`src/rtl/multibank_pkg.sv`:
```
// Shared types for the multibank request front-end: FSM states, request
// record and the bank-select width helper.
package multibank_pkg;

  // Word and address widths of the multibank macro this front-end drives.
  localparam int MB_DATA_W = 32;
  localparam int MB_ADDR_W = 8;

  typedef enum logic [1:0] {
    RUN   = 2'd0,
    DRAIN = 2'd1,
    HALT  = 2'd2
  } state_t;

  typedef struct packed {
    logic                 we;
    logic [MB_ADDR_W-1:0] addr;
    logic [MB_DATA_W-1:0] wdata;
  } req_t;

  // Bits needed to select one of n banks; never less than one.
  function automatic int bank_sel_width(input int n);
    return (n <= 2) ? 1 : $clog2(n);
  endfunction

endpackage

```
`src/rtl/multibank_fifo.sv`:
```
// Synchronous FIFO with full/empty/count. DEPTH must be a power of two so
// the pointers wrap naturally. Pushes while full and pops while empty are
// dropped.
module multibank_fifo #(
  parameter int WIDTH = 8,
  parameter int DEPTH = 4
) (
  input  logic                     clk,
  input  logic                     rst_n,
  input  logic                     push,
  input  logic [WIDTH-1:0]         din,
  input  logic                     pop,
  output logic [WIDTH-1:0]         dout,
  output logic                     full,
  output logic                     empty,
  output logic [$clog2(DEPTH):0]   count
);

  localparam int AW = $clog2(DEPTH);
  localparam int CW = AW + 1;

  logic [WIDTH-1:0] mem [DEPTH];
  logic [AW-1:0]    wr_ptr;
  logic [AW-1:0]    rd_ptr;
  logic [CW-1:0]    cnt;
  logic             do_push;
  logic             do_pop;

  assign do_push = push && !full;
  assign do_pop  = pop && !empty;
  assign full    = (cnt == CW'(DEPTH));
  assign empty   = (cnt == '0);
  assign count   = cnt;
  assign dout    = mem[rd_ptr];

  // Storage, pointers and occupancy; storage is cleared so dout reads 0 after reset.
  always_ff @(posedge clk or negedge rst_n) begin
    if (!rst_n) begin
      for (int i = 0; i < DEPTH; i++) mem[i] <= '0;
      wr_ptr <= '0;
      rd_ptr <= '0;
      cnt    <= '0;
    end else begin
      if (do_push) begin
        mem[wr_ptr] <= din;
        wr_ptr      <= wr_ptr + AW'(1);
      end
      if (do_pop) rd_ptr <= rd_ptr + AW'(1);
      cnt <= cnt + CW'(do_push) - CW'(do_pop);
    end
  end

endmodule

```
`src/rtl/multibank_req_ctrl.sv`:
```
// Request front-end for the multibank SRAM wrapper: buffers requests, issues
// them in order on registered memory pins, returns read data in order through
// a credit-protected response FIFO, and drains on quiesce.
// Optional build macro MULTIBANK_REQ_CTRL_STATS_EN adds saturating read/write
// issue counters on ports stat_rd_cnt / stat_wr_cnt.
//
// state | meaning
// RUN   | accept and issue
// DRAIN | no accept; issue what is queued, wait for in-flight reads
// HALT  | nothing outstanding, idle=1
module multibank_req_ctrl
  import multibank_pkg::*;
#(
  parameter int DATA_WIDTH   = MB_DATA_W,
  parameter int ADDR_WIDTH   = MB_ADDR_W,
  parameter int NUM_BANKS    = 2,
  parameter int REQ_DEPTH    = 4,
  parameter int RSP_DEPTH    = 4,
  parameter int READ_LATENCY = 2
) (
  input  logic                  clk,
  input  logic                  rst_n,
  input  logic                  req_valid,
  output logic                  req_ready,
  input  logic                  req_we,
  input  logic [ADDR_WIDTH-1:0] req_addr,
  input  logic [DATA_WIDTH-1:0] req_wdata,
  output logic                  rsp_valid,
  input  logic                  rsp_ready,
  output logic [DATA_WIDTH-1:0] rsp_rdata,
  input  logic                  quiesce,
  output logic                  idle,
  output logic                  mem_csb,
  output logic                  mem_web,
  output logic [ADDR_WIDTH-1:0] mem_addr,
  output logic [DATA_WIDTH-1:0] mem_din,
  input  logic [DATA_WIDTH-1:0] mem_dout
`ifdef MULTIBANK_REQ_CTRL_STATS_EN
  ,
  output logic [15:0]           stat_rd_cnt,
  output logic [15:0]           stat_wr_cnt
`endif
);

  localparam int BANK_W = bank_sel_width(NUM_BANKS);
  localparam int REQ_CW = $clog2(REQ_DEPTH) + 1;
  localparam int CRW    = $clog2(RSP_DEPTH) + 1;
  localparam logic [CRW-1:0] CREDIT_MAX = CRW'(RSP_DEPTH);

  state_t state;
  state_t state_next;

  logic              ready_en;
  req_t              req_in;
  req_t              req_head;
  logic              req_push;
  logic              req_pop;
  logic              req_full;
  logic              req_empty;
  logic [REQ_CW-1:0] req_count;

  logic              rsp_push;
  logic              rsp_pop;
  logic              rsp_full;
  logic              rsp_empty;
  logic [CRW-1:0]    rsp_count;

  logic [CRW-1:0]          credits;
  logic                    pop_q;
  logic [READ_LATENCY-1:0] rd_pipe;
  logic                    issue;
  logic                    rd_issue;
  logic                    mem_rd_now;
  logic                    rd_inflight;

  // ready_en keeps req_ready low while reset is asserted, even though the
  // state and FIFO would otherwise allow acceptance.
  assign req_ready = ready_en && (state == RUN) && !req_full;
  assign req_push  = req_valid && req_ready;
  assign req_in    = {req_we, req_addr, req_wdata};

  // Writes never consume a credit; reads need room reserved in the response FIFO.
  assign issue    = !req_empty && (state != HALT) && (req_head.we || (credits < CREDIT_MAX));
  assign req_pop  = issue;
  assign rd_issue = issue && !req_head.we;

  // The registered memory pins form stage zero of the read tracker.
  assign mem_rd_now  = !mem_csb && mem_web;
  assign rd_inflight = mem_rd_now || (|rd_pipe);
  assign rsp_push    = rd_pipe[READ_LATENCY-1];

  assign rsp_valid = !rsp_empty;
  assign rsp_pop   = rsp_valid && rsp_ready;

  multibank_fifo #(
    .WIDTH ($bits(req_t)),
    .DEPTH (REQ_DEPTH)
  ) u_req_fifo (
    .clk   (clk),
    .rst_n (rst_n),
    .push  (req_push),
    .din   (req_in),
    .pop   (req_pop),
    .dout  (req_head),
    .full  (req_full),
    .empty (req_empty),
    .count (req_count)
  );

  multibank_fifo #(
    .WIDTH (DATA_WIDTH),
    .DEPTH (RSP_DEPTH)
  ) u_rsp_fifo (
    .clk   (clk),
    .rst_n (rst_n),
    .push  (rsp_push),
    .din   (mem_dout),
    .pop   (rsp_pop),
    .dout  (rsp_rdata),
    .full  (rsp_full),
    .empty (rsp_empty),
    .count (rsp_count)
  );

  // State register.
  always_ff @(posedge clk or negedge rst_n) begin
    if (!rst_n) state <= RUN;
    else        state <= state_next;
  end

  // Next-state logic.
  always_comb begin
    state_next = state;
    case (state)
      RUN: begin
        if (quiesce) state_next = DRAIN;
      end
      DRAIN: begin
        if (!quiesce)                        state_next = RUN;
        else if (req_empty && !rd_inflight)  state_next = HALT;
      end
      HALT: begin
        if (!quiesce) state_next = RUN;
      end
      default: state_next = RUN;
    endcase
  end

  // Acceptance enable and idle flag, both registered.
  always_ff @(posedge clk or negedge rst_n) begin
    if (!rst_n) begin
      ready_en <= 1'b0;
      idle     <= 1'b0;
    end else begin
      ready_en <= 1'b1;
      idle     <= (state_next == HALT);
    end
  end

  // Memory pin registers: one-cycle strobe per issue, address/data hold otherwise.
  always_ff @(posedge clk or negedge rst_n) begin
    if (!rst_n) begin
      mem_csb  <= 1'b1;
      mem_web  <= 1'b1;
      mem_addr <= '0;
      mem_din  <= '0;
    end else if (issue) begin
      mem_csb  <= 1'b0;
      mem_web  <= ~req_head.we;
      mem_addr <= req_head.addr;
      mem_din  <= req_head.wdata;
    end else begin
      mem_csb  <= 1'b1;
      mem_web  <= 1'b1;
    end
  end

  // Read tracker: tail lines up with the cycle mem_dout is valid.
  always_ff @(posedge clk or negedge rst_n) begin
    if (!rst_n) begin
      rd_pipe <= '0;
    end else begin
      rd_pipe[0] <= mem_rd_now;
      for (int i = 1; i < READ_LATENCY; i++) rd_pipe[i] <= rd_pipe[i-1];
    end
  end

  // Credits: reads in flight plus response occupancy; release lags the pop by one edge.
  always_ff @(posedge clk or negedge rst_n) begin
    if (!rst_n) begin
      credits <= '0;
      pop_q   <= 1'b0;
    end else begin
      pop_q   <= rsp_pop;
      credits <= credits + CRW'(rd_issue) - CRW'(pop_q);
    end
  end

`ifdef MULTIBANK_REQ_CTRL_STATS_EN
  // Saturating issue counters.
  always_ff @(posedge clk or negedge rst_n) begin
    if (!rst_n) begin
      stat_rd_cnt <= '0;
      stat_wr_cnt <= '0;
    end else begin
      if (rd_issue && (stat_rd_cnt != 16'hFFFF))
        stat_rd_cnt <= stat_rd_cnt + 16'd1;
      if (issue && req_head.we && (stat_wr_cnt != 16'hFFFF))
        stat_wr_cnt <= stat_wr_cnt + 16'd1;
    end
  end
`endif

  // A capture into a full response FIFO means the credit accounting is broken.
  a_rsp_no_overflow : assert property (@(posedge clk) disable iff (!rst_n)
    rsp_push |-> !rsp_full);

  // Credits always cover everything already sitting in the response FIFO.
  a_credit_cover : assert property (@(posedge clk) disable iff (!rst_n)
    rsp_count <= credits);

  a_req_bound : assert property (@(posedge clk) disable iff (!rst_n)
    req_count <= REQ_CW'(REQ_DEPTH));

  // Bank select must fit in the address, and the request record must match the pins.
  a_geometry : assert property (@(posedge clk) disable iff (!rst_n)
    (BANK_W <= ADDR_WIDTH) && (ADDR_WIDTH == MB_ADDR_W) && (DATA_WIDTH == MB_DATA_W));

endmodule

```
`config.mk`:
```
export PLATFORM = sky130hd
export DESIGN_NAME = multibank_req_ctrl
export DESIGN_NICKNAME = d
export VERILOG_FILES = /design/src/rtl/multibank_pkg.sv /design/src/rtl/multibank_fifo.sv /design/src/rtl/multibank_req_ctrl.sv
export SDC_FILE = /design/constraint.sdc
export NUM_CORES = 1
export LEC_CHECK = 0
export ABC_AREA = 1
export BUFFER_PORTS_ARGS = -buffer_cell sky130_fd_sc_hd__buf_2
export CAP_MARGIN = 5
export CORE_MARGIN = 10
export CORE_UTILIZATION = 59
export CTS_CLUSTER_DIAMETER = 100
export DETAILED_ROUTE_END_ITERATION = 10
export PLACE_DENSITY = 0.9
export SLEW_MARGIN = 15
export SYNTH_ARGS = -nofsm -noshare
export SYNTH_HDL_FRONTEND = slang
export SYNTH_SLANG_ARGS = --single-unit
export TNS_END_PERCENT = 30
```
`constraint.sdc`:
```
create_clock -name clk -period 2.9 [get_ports clk]
set_clock_uncertainty 0.2 [all_clocks]
set_input_delay 0.58 -clock clk [delete_from_list [all_inputs] [get_ports clk]]
set_output_delay 0.58 -clock clk [all_outputs]
set_load 0.02 [all_outputs]
```
### After elaboration in Yosys (flattened, before gate mapping)

Index checks and enable logic that the tools add are counted.

| word-level totals | value |
|---|---|
| output and inout bits | 77 |
| memories | 0 |
| input bits | 78 |
| word-level logic and storage cells | 99 |
| register bits | 358 |
| memory bits (read-only) | 0 |
| memory bits (writable) | 0 |
| latch bits | 0 |

| cells by class | value |
|---|---|
| muxes and demuxes | 19 |
| shift-type cells | 0 |
| $add $sub $neg | 10 |
| order comparisons | 7 |
| div/mod/pow operators | 0 |
| multiply operators | 0 |
| reduce and logical (&&, ||, !) cells | 28 |
| bitwise operators | 5 |
| eq/ne operators | 6 |

Operators by type and width:

| operator | number |
|---|---|
| $bwmux 164 | 1 |
| $bwmux 128 | 1 |
| $mux 41 | 3 |
| $mux 32 | 3 |
| $bmux 41 s2 | 1 |
| $demux 41 s2 | 1 |
| $bmux 32 s2 | 1 |
| $demux 32 s2 | 1 |
| $logic_and 1x1->1 | 15 |
| $ge 3x3->1 const B | 4 |
| $not 2->3 | 4 |
| $add 3x1->3 | 3 |
| $sub 3x1->3 | 3 |
| $add 2x1->2 const B | 4 |
| $mux 2 | 4 |
| $logic_not 1->1 | 7 |
| $eq 3x3->1 const B | 2 |
| $logic_not 3->1 | 2 |
| $lt 3x1->1 const B | 2 |
| $pmux 2 s3 | 1 |
| $eq 2x2->1 const B | 2 |
| $lt 3x3->1 const B | 1 |
| $eq 2x1->1 const B | 1 |
| $logic_not 2->1 | 1 |
| other kinds (5) | 7 |

### Longest topological paths before layout

Gate-level depths: netlist of run 1.

| logic depth | value |
|---|---|
| depth after elaboration | 9 |
| mapped depth | 15 |
| gate-level depth less buffers | 14 |

### Modules after synthesis

From an unflattened synthesis of run 1, not the netlist that was laid out.

| unflattened totals | value |
|---|---|
| cell total of the unflattened synthesis | 2126 |
| area, all modules | 17351.6 um^2 |

Modules (own cells, without submodules):

| module | sequential area each (um^2) | cells each | area each (um^2) | times used |
|---|---|---|---|---|
| multibank_fifo (u_req_fifo) | 4279.1 | 1056 | 8459.4 | 1 |
| multibank_fifo (u_rsp_fifo) | 3378.2 | 835 | 6687.7 | 1 |
| multibank_req_ctrl | 1303.8 | 235 | 2204.6 | 1 |

### Worst setup path after synthesis of run 1

No wires, ideal clock.

| path | value |
|---|---|
| path kind | flip-flop to flip-flop |
| start point | reg u_req_fifo.rd_ptr[0] |
| end point | reg credits[2] |
| arrival | 1992 ps |
| slack | 586 ps |
| cell stages (with the launch flop) | 16 |
| data required time | 2577 ps |
| clock period less this slack | 2314 ps |
| setup time | 123 ps |
| buffers on the path | 1 |
| cells stage by stage | dfrtp_1 > buf_4 > inv_4 > nand2_1 > nand3_2 > nand2_2 > nand2_4 > nand2_4 > inv_1 > nand2_1 > ha_1 > inv_1 > ha_1 > inv_1 > fa_1 > xnor2_1 |

| between the ends | value |
|---|---|
| word-level cells in the longest chain between the ends | 9 |
| elaborated cells on any way between the ends | 10 |
| classes of those cells | add/sub (2); mux (3); bitwise (1); reduce/logical (4) |

Ends and longest elaborated chain:

| what | line | source |
|---|---|---|
| from (decl) | multibank_fifo.sv:24 | `logic [AW-1:0] rd_ptr;` |
| from (signal assigned) | multibank_fifo.sv:48 | `if (do_pop) rd_ptr <= rd_ptr + AW'(1);` |
| $not 2->3 (not written as such) * | multibank_fifo.sv:34 | `assign dout = mem[rd_ptr];` |
| $bmux 41 s2 * | multibank_fifo.sv:34 |  |
| $mux 41 (not written as such) * (2 in series) | multibank_fifo.sv:34 |  |
| $logic_or 1x1->1 | multibank_req_ctrl.sv:83 | `assign issue = !req_empty && (state != HALT) && (req_head.we \|\| (credits < CREDIT_MAX));` |
| $logic_and 1x1->1 | multibank_req_ctrl.sv:83 |  |
| $logic_and 1x1->1 * | multibank_req_ctrl.sv:85 | `assign rd_issue = issue && !req_head.we;` |
| $add 3x1->3 * | multibank_req_ctrl.sv:195 | `credits <= credits + CRW'(rd_issue) - CRW'(pop_q);` |
| $sub 3x1->3 * | multibank_req_ctrl.sv:195 |  |
| to (signal assigned) | multibank_req_ctrl.sv:195 |  |
| to (decl) | multibank_req_ctrl.sv:68 | `logic [CRW-1:0] credits;` |

Every way passes the cells marked *; elsewhere a longest branch is shown, timed or not. The select of a mux whose other input is x is not followed.
A chain may end at the register's enable or synchronous reset.

### Worst setup path after layout of run 1

| path | value |
|---|---|
| start point | reg u_rsp_fifo.rd_ptr[1] |
| end point | out rsp_rdata[17] |

| between the ends | value |
|---|---|
| word-level cells in the longest chain between the ends | 4 |

Ends and longest elaborated chain:

| what | line | source |
|---|---|---|
| from (decl) | multibank_fifo.sv:24 |  |
| from (signal assigned) | multibank_fifo.sv:48 |  |
| $not 2->3 (not written as such) | multibank_fifo.sv:34 |  |
| $bmux 32 s2 | multibank_fifo.sv:34 |  |
| $mux 32 (not written as such) (2 in series) | multibank_fifo.sv:34 |  |
| to (decl) | multibank_req_ctrl.sv:30 | `output logic [DATA_WIDTH-1:0] rsp_rdata,` |

No other way between the ends. The select of a mux whose other input is x is not followed.

==> flow_summary.yaml, run 1 <==
detailed_routing:
  vias_per_cell: 5.69
  routed-via-count: 14100
  dr.pass1.iters: 5
  drc: 0
  first_iter_violations: 1494
  ant_nets: 0
  detail_route.wl_per_cell_um: 17.0
  wirelength_um: 42200
critical_path:
  worstSetupStartpointType: "flop"
  crit_type: "reg -> out"
  critPathArrivalTime_ns: 2.03
  cp-end-kind: "primary output"
  crit_fanout: 23
  required_ns: 2.12
grt:
  overflow: 0
  grt_pass1_vias: 14100
  top_usage_layer: "met2"
  grt_pass1_wl_um: 69200
  grt_use_met1: 0.308
  use_met2: 0.418
  grt_max_degree: 110
  grt_usage: 0.244
  met3_usage: 0.0419
  antenna_found_initial: 0
power:
  vdd_drop_max_mv: 0.706
  power_mw: 23.4
  powerDensity_nw_per_um2: 1270
  p_leak_nw: 9.52
sta:
  fmax_mhz: 356
  slew_viol_final: 0
  hold_viol_final: 0
  fin_ws_ns: 0.0878
  finalCritPeriodShare: 0.970
  min_period_ns: 2.81
  hold_slack_ns: 0.111
  setup-violations-final: 0
  rsz0062_at_grt: "false"
  maxSlewHeadroom: 0.233
  tns_ns: 0
  tightest_slew_ns: 1.15
floorplan:
  die-area_um2: 34600
  coreArea_um2: 27000
  initial_core_util: 0.602
  placementRows: 60
  die_w_um: 186
  io_pins: 155
  fp.dieH_um: 186
yosys:
  synth_area_leaders: "dfrtp_1 55%, nand2_1 18%, o21ai_0 11%, buf_2 2.8%, inv_1 2.6%"
  yosysUniqueCellTypes: 31
  synth-edff-count: 0
  synth.avg_cell_area_um2: 8.13
  synthCells: 2001
  yosysWarningCount: 0
  synth_common_cells: "763 x nand2_1, 356 x dfrtp_1, 343 x o21ai_0"
  yosysTopAreaCell: "dfrtp_1"
  yosysSeqAreaShare: 0.551
  synth_top_cell_area_share: 0.548
  syn_nets: 2096
  async_flop_share: 1.00
  ys_ff_latch: 358
  yosysMostFrequentCell: "nand2_1"
  synthesis.area_um2: 16300
  synth_ff_type: "dfrtp_1"
run:
  cap_violations: 0
clock_tree:
  root_buffer: "clkbuf_16"
  clock_tree.buffer_depth: 3
  htreeDepth: 2
  path_clk_slew_ns: 0.06
  clk_latency_ns: 0.52
  cts_sinks: 358
  cts_tree: "done"
  numCtsBuffers: 37
cells_and_area:
  fin_util: 0.685
  stdcell_area_um2: 18500
  diodes: 0
  area_growth_pct: 13.8
  finalNetCount: 2202
  fin_cells: 2476
  drive_above_1_share: 0.133
place:
  hpwl_um: 25800
  place.gp.congestion: 0.827
  io_buffers: 154
  dp_slack_ns: 0.429
  place_area_um2: 17300
  placed_cells: 2408
hold_path:
  hp-class: "in -> reg"
outcome:
  status: "finished clean"
## sequential cells by signal, summed over array words and instances (netlist names), 3 cells and up
signal            cells
mem_addr              8
mem_din              32
u_req_fifo.count      3
u_rsp_fifo.count      3
credits               3
u_req_fifo.mem      164
u_rsp_fifo.mem      128
## critical path, cell delays in order, from the launching register on
cell	delay (ns)
dfrtp_2	0.50
buf_4	0.33
o21ai_0	0.13
o22ai_1	0.30
buf_2	0.23
## cells in the final DEF, fill, tap and decap left out, types with 11 or more instances in the layout
| cell type | Yosys | layout |
|---|---|---|
| nand3_1 | 47 | 47 |
| nor2_1 | 110 | 110 |
| o21ai_0 | 343 | 343 |
| nand2_1 | 763 | 763 |
| buf_4 | 2 | 30 |
| ha_1 | 14 | 14 |
| buf_12 | 0 | 11 |
| o22ai_1 | 32 | 32 |
| buf_2 | 91 | 153 |
| clkinv_2 | 1 | 13 |
| clkbuf_16 | 0 | 37 |
| o21ai_1 | 56 | 56 |
| dfrtp_1 | 356 | 354 |
| inv_1 | 111 | 110 |
## worst paths after layout
path | start | endpoint | cells after the start | slack, ns
setup / recovery | u_rsp_fifo.rd_ptr[1] | rsp_rdata[17] | 4 | 0.09
setup reg to reg | u_req_fifo.rd_ptr[0] | credits[1] | 14 | 0.39
hold reg to reg | rd_pipe[0] | rd_pipe[1] | 0 | 0.18
hold / removal | mem_dout[5] | u_rsp_fifo.mem[5] | 3 | 0.11
max in group asynchronous | rst_n | mem_din[11] | 3 | 1.32
min in group asynchronous | rst_n | u_rsp_fifo.mem[7] | 2 | 0.40
## layout make-up
| cell class | instances | area [um2] |
|---|---|---|
| sequential | 358 | 8970 |
| fill | 2007 | 8520 |
| multi-input combinational | 1396 | 6210 |
| timing repair buffer | 197 | 1250 |
| clock buffer | 49 | 1030 |
| inverter | 117 | 444 |
| tap | 341 | 427 |
| clock inverter | 18 | 179 |
## report_power, final
group          internal, mW  switching, mW  total, mW
clock network          2.78           1.95       4.73
registers              7.37           1.32       8.69
logic                  3.24           6.76       10.0
## cell families after synthesis
group	Yosys count	synth area share
other	1	0.000231
buffers and inverters	247	0.0671
adders and majority gates	17	0.0145
xor gates and xnor gates	8	0.00431
DFF	358	0.551
AOI/OAI and AO/OA	432	0.135
and+or+nand+nor	938	0.228
## what timing repair did
| action | in CTS | in global routing |
|---|---|---|
| setup buffers | 0 | 0 |
| hold buffers | 1 | 0 |
| setup endpoints to repair | 0 | 19 |
| hold endpoints to repair | 50 | 0 |
| gates resized for setup | 0 | 4 |
## routing by layer
layer	share of wire	wire length, um	vias to the layer above
met4	0.024	1000	0
met1	0.39	16600	6749
met5	0	0	-
li1	-	-	6588
met3	0.087	3670	89
met2	0.50	21000	669
(Power assumes the default switching activity.)
==> run 2, diff against run 1 <==
PLACE_DENSITY = 0.76   (was 0.9)
==> run 2 against run 1 <==
Against the previous run: core utilization is 0.39 points lower; sequential share of layout area is 0.28 points higher; critical path depth stayed put; die area stayed put; highest routed layer unchanged; routed wire length is 3.0% lower; worst hold slack better by 0.0062 ns; via count is 3.5% lower; global-route usage is 0.56 points lower; flip-flop and latch count stayed put.
==> flow_summary.yaml, run 2 (synthesized netlist as in run 1, its figures left out) <==
outcome:
  status: "finished clean"
critical_path:
  crit_fanout: 32
  crit_family: "buffers and inverters"
  slowest_stage: "dfrtp_1"
  path_buf_inv: 2
  critPathArrivalTime_ns: 1.91
  required_ns: 2.12
  cp-end-kind: "primary output"
  crit_type: "reg -> out"
  critPathMaxStageDelay_ns: 0.38
  rr_worst_depth: 14
  worstPathCellList: "buf_4 > o21ai_0 > o22ai_1 > buf_2"
  worstSetupStartpointType: "flop"
  r2r_setup_slack_ns: 0.51
  startpoint: "u_rsp_fifo.rd_ptr[1]"
  reg2reg_to: "credits[2]"
  reg2reg_from: "u_req_fifo.rd_ptr[0]"
detailed_routing:
  first_iter_violations: 1112
  ant_nets: 0
  wirelength_um: 40900
  dr.pass1.iters: 5
  detail_route.wl_per_cell_um: 16.6
  drc: 0
  vias_per_cell: 5.52
  routed-via-count: 13600
place:
  place_area_um2: 17200
  hpwl_um: 24100
  io_buffers: 154
  dp_slack_ns: 0.513
  placed_cells: 2398
  place.gp.congestion: 0.779
sta:
  min_period_ns: 2.69
  maxSlewHeadroom: 0.426
  setup-violations-final: 0
  slew_viol_final: 0
  finalCritPeriodShare: 0.928
  hold_slack_ns: 0.117
  tightest_slew_ns: 0.861
  fin_ws_ns: 0.210
  tns_ns: 0
  rsz0062_at_grt: "false"
  fmax_mhz: 372
  hold_viol_final: 0
clock_tree:
  cts_tree: "done"
  cts_sinks: 358
  path_clk_slew_ns: 0.06
  htreeDepth: 2
  numCtsBuffers: 38
  root_buffer: "clkbuf_16"
  post_cts_resize_count: 0
  clock_tree.buffer_depth: 3
  post_cts_buffers: 0
  clk_latency_ns: 0.52
floorplan:
  die_w_um: 186
  fp.dieH_um: 186
  io_pins: 155
  initial_core_util: 0.602
  coreArea_um2: 27000
  die-area_um2: 34600
  placementRows: 60
cells_and_area:
  largest_register_ffs: 164
  final_cell_mix: "763 x nand2_1, 354 x dfrtp_1, 343 x o21ai_0"
  top_register: "u_req_fifo.mem"
  diodes: 0
  finalNetCount: 2193
  fin_cells: 2465
  fin_util: 0.681
  final_common_cell: "nand2_1"
  drive_above_1_share: 0.124
  stdcell_area_um2: 18400
  area_growth_pct: 13.1
  largest_registers: "u_req_fifo.mem (164), u_rsp_fifo.mem (128), mem_din (32)"
grt:
  grt_pass1_vias: 13300
  overflow: 0
  antenna_found_initial: 0
  grt_usage: 0.239
  grt_pass1_wl_um: 67900
  grt_max_degree: 101
power:
  vdd_drop_max_mv: 0.613
  powerDensity_nw_per_um2: 1250
  p_leak_nw: 9.46
  power_mw: 23.1
run:
  cap_violations: 0
hold_path:
  hp-class: "in -> reg"
  min_to: "u_rsp_fifo.mem[52]"
  whs_path_depth: 3
  min_from: "mem_dout[20]"
==> run 2: changes by cell type in the layout (fill, tap and decap cells not counted), sizes merged <==
cell,previous run,this run
clkbuf,49,61
buf,196,186
clkinv,14,5
bufinv,3,0
clkinvlp,1,0
==> run 2: final cells by class <==
cell class	instances	area, um2
Inverter	117	443
Fill cell	2225	8620
Tap cell	341	427
Clock buffer	61	1140
Timing Repair Buffer	187	1180
Clock inverter	5	28.8
Multi-Input combinational cell	1396	6220
Sequential cell	358	8970
==> run 2: report_power, final <==
part	switching [mW]	internal, mW	total, mW
sequential	1.20	7.36	8.57
combinational	6.69	3.23	9.91
clock	1.90	2.68	4.58
total	9.79	13.3	23.1
==> run 2: worst max-delay path by stage <==
stage                         end  slack [ns]  cells past startpoint
finish              rsp_rdata[31]        0.21                      4
global route        rsp_rdata[31]        0.10                      4
CTS                 rsp_rdata[15]        0.25                      4
detailed placement     credits[2]        0.51                     14
global placement       credits[1]        0.60                     14
floorplan              credits[2]        0.59                     15
==> run 2: worst register-to-register path, stage by stage, from the launching register on <==
cell,delay [ns]
dfrtp_4,0.51
inv_4,0.07
nand2_1,0.06
nand3_2,0.08
nand2_2,0.08
nand2_4,0.07
nand2_4,0.04
inv_1,0.07
nand2_1,0.06
ha_1,0.27
inv_1,0.06
ha_1,0.14
inv_1,0.05
fa_1,0.38
xnor2_1,0.14
==> run 2: metal layers <==
layer | global-route usage | vias up | wire length, um
met5 | 0 | - | 0
met4 | 0.0555 | 0 | 587
met3 | 0.0390 | 53 | 2760
met2 | 0.399 | 427 | 20000
met1 | 0.319 | 6563 | 17600
li1 | - | 6561 | -
==> run 2: timing repair <==
item,CTS,global route
hold buffers,1,0
setup endpoints to repair,0,0
hold endpoints to repair,50,0
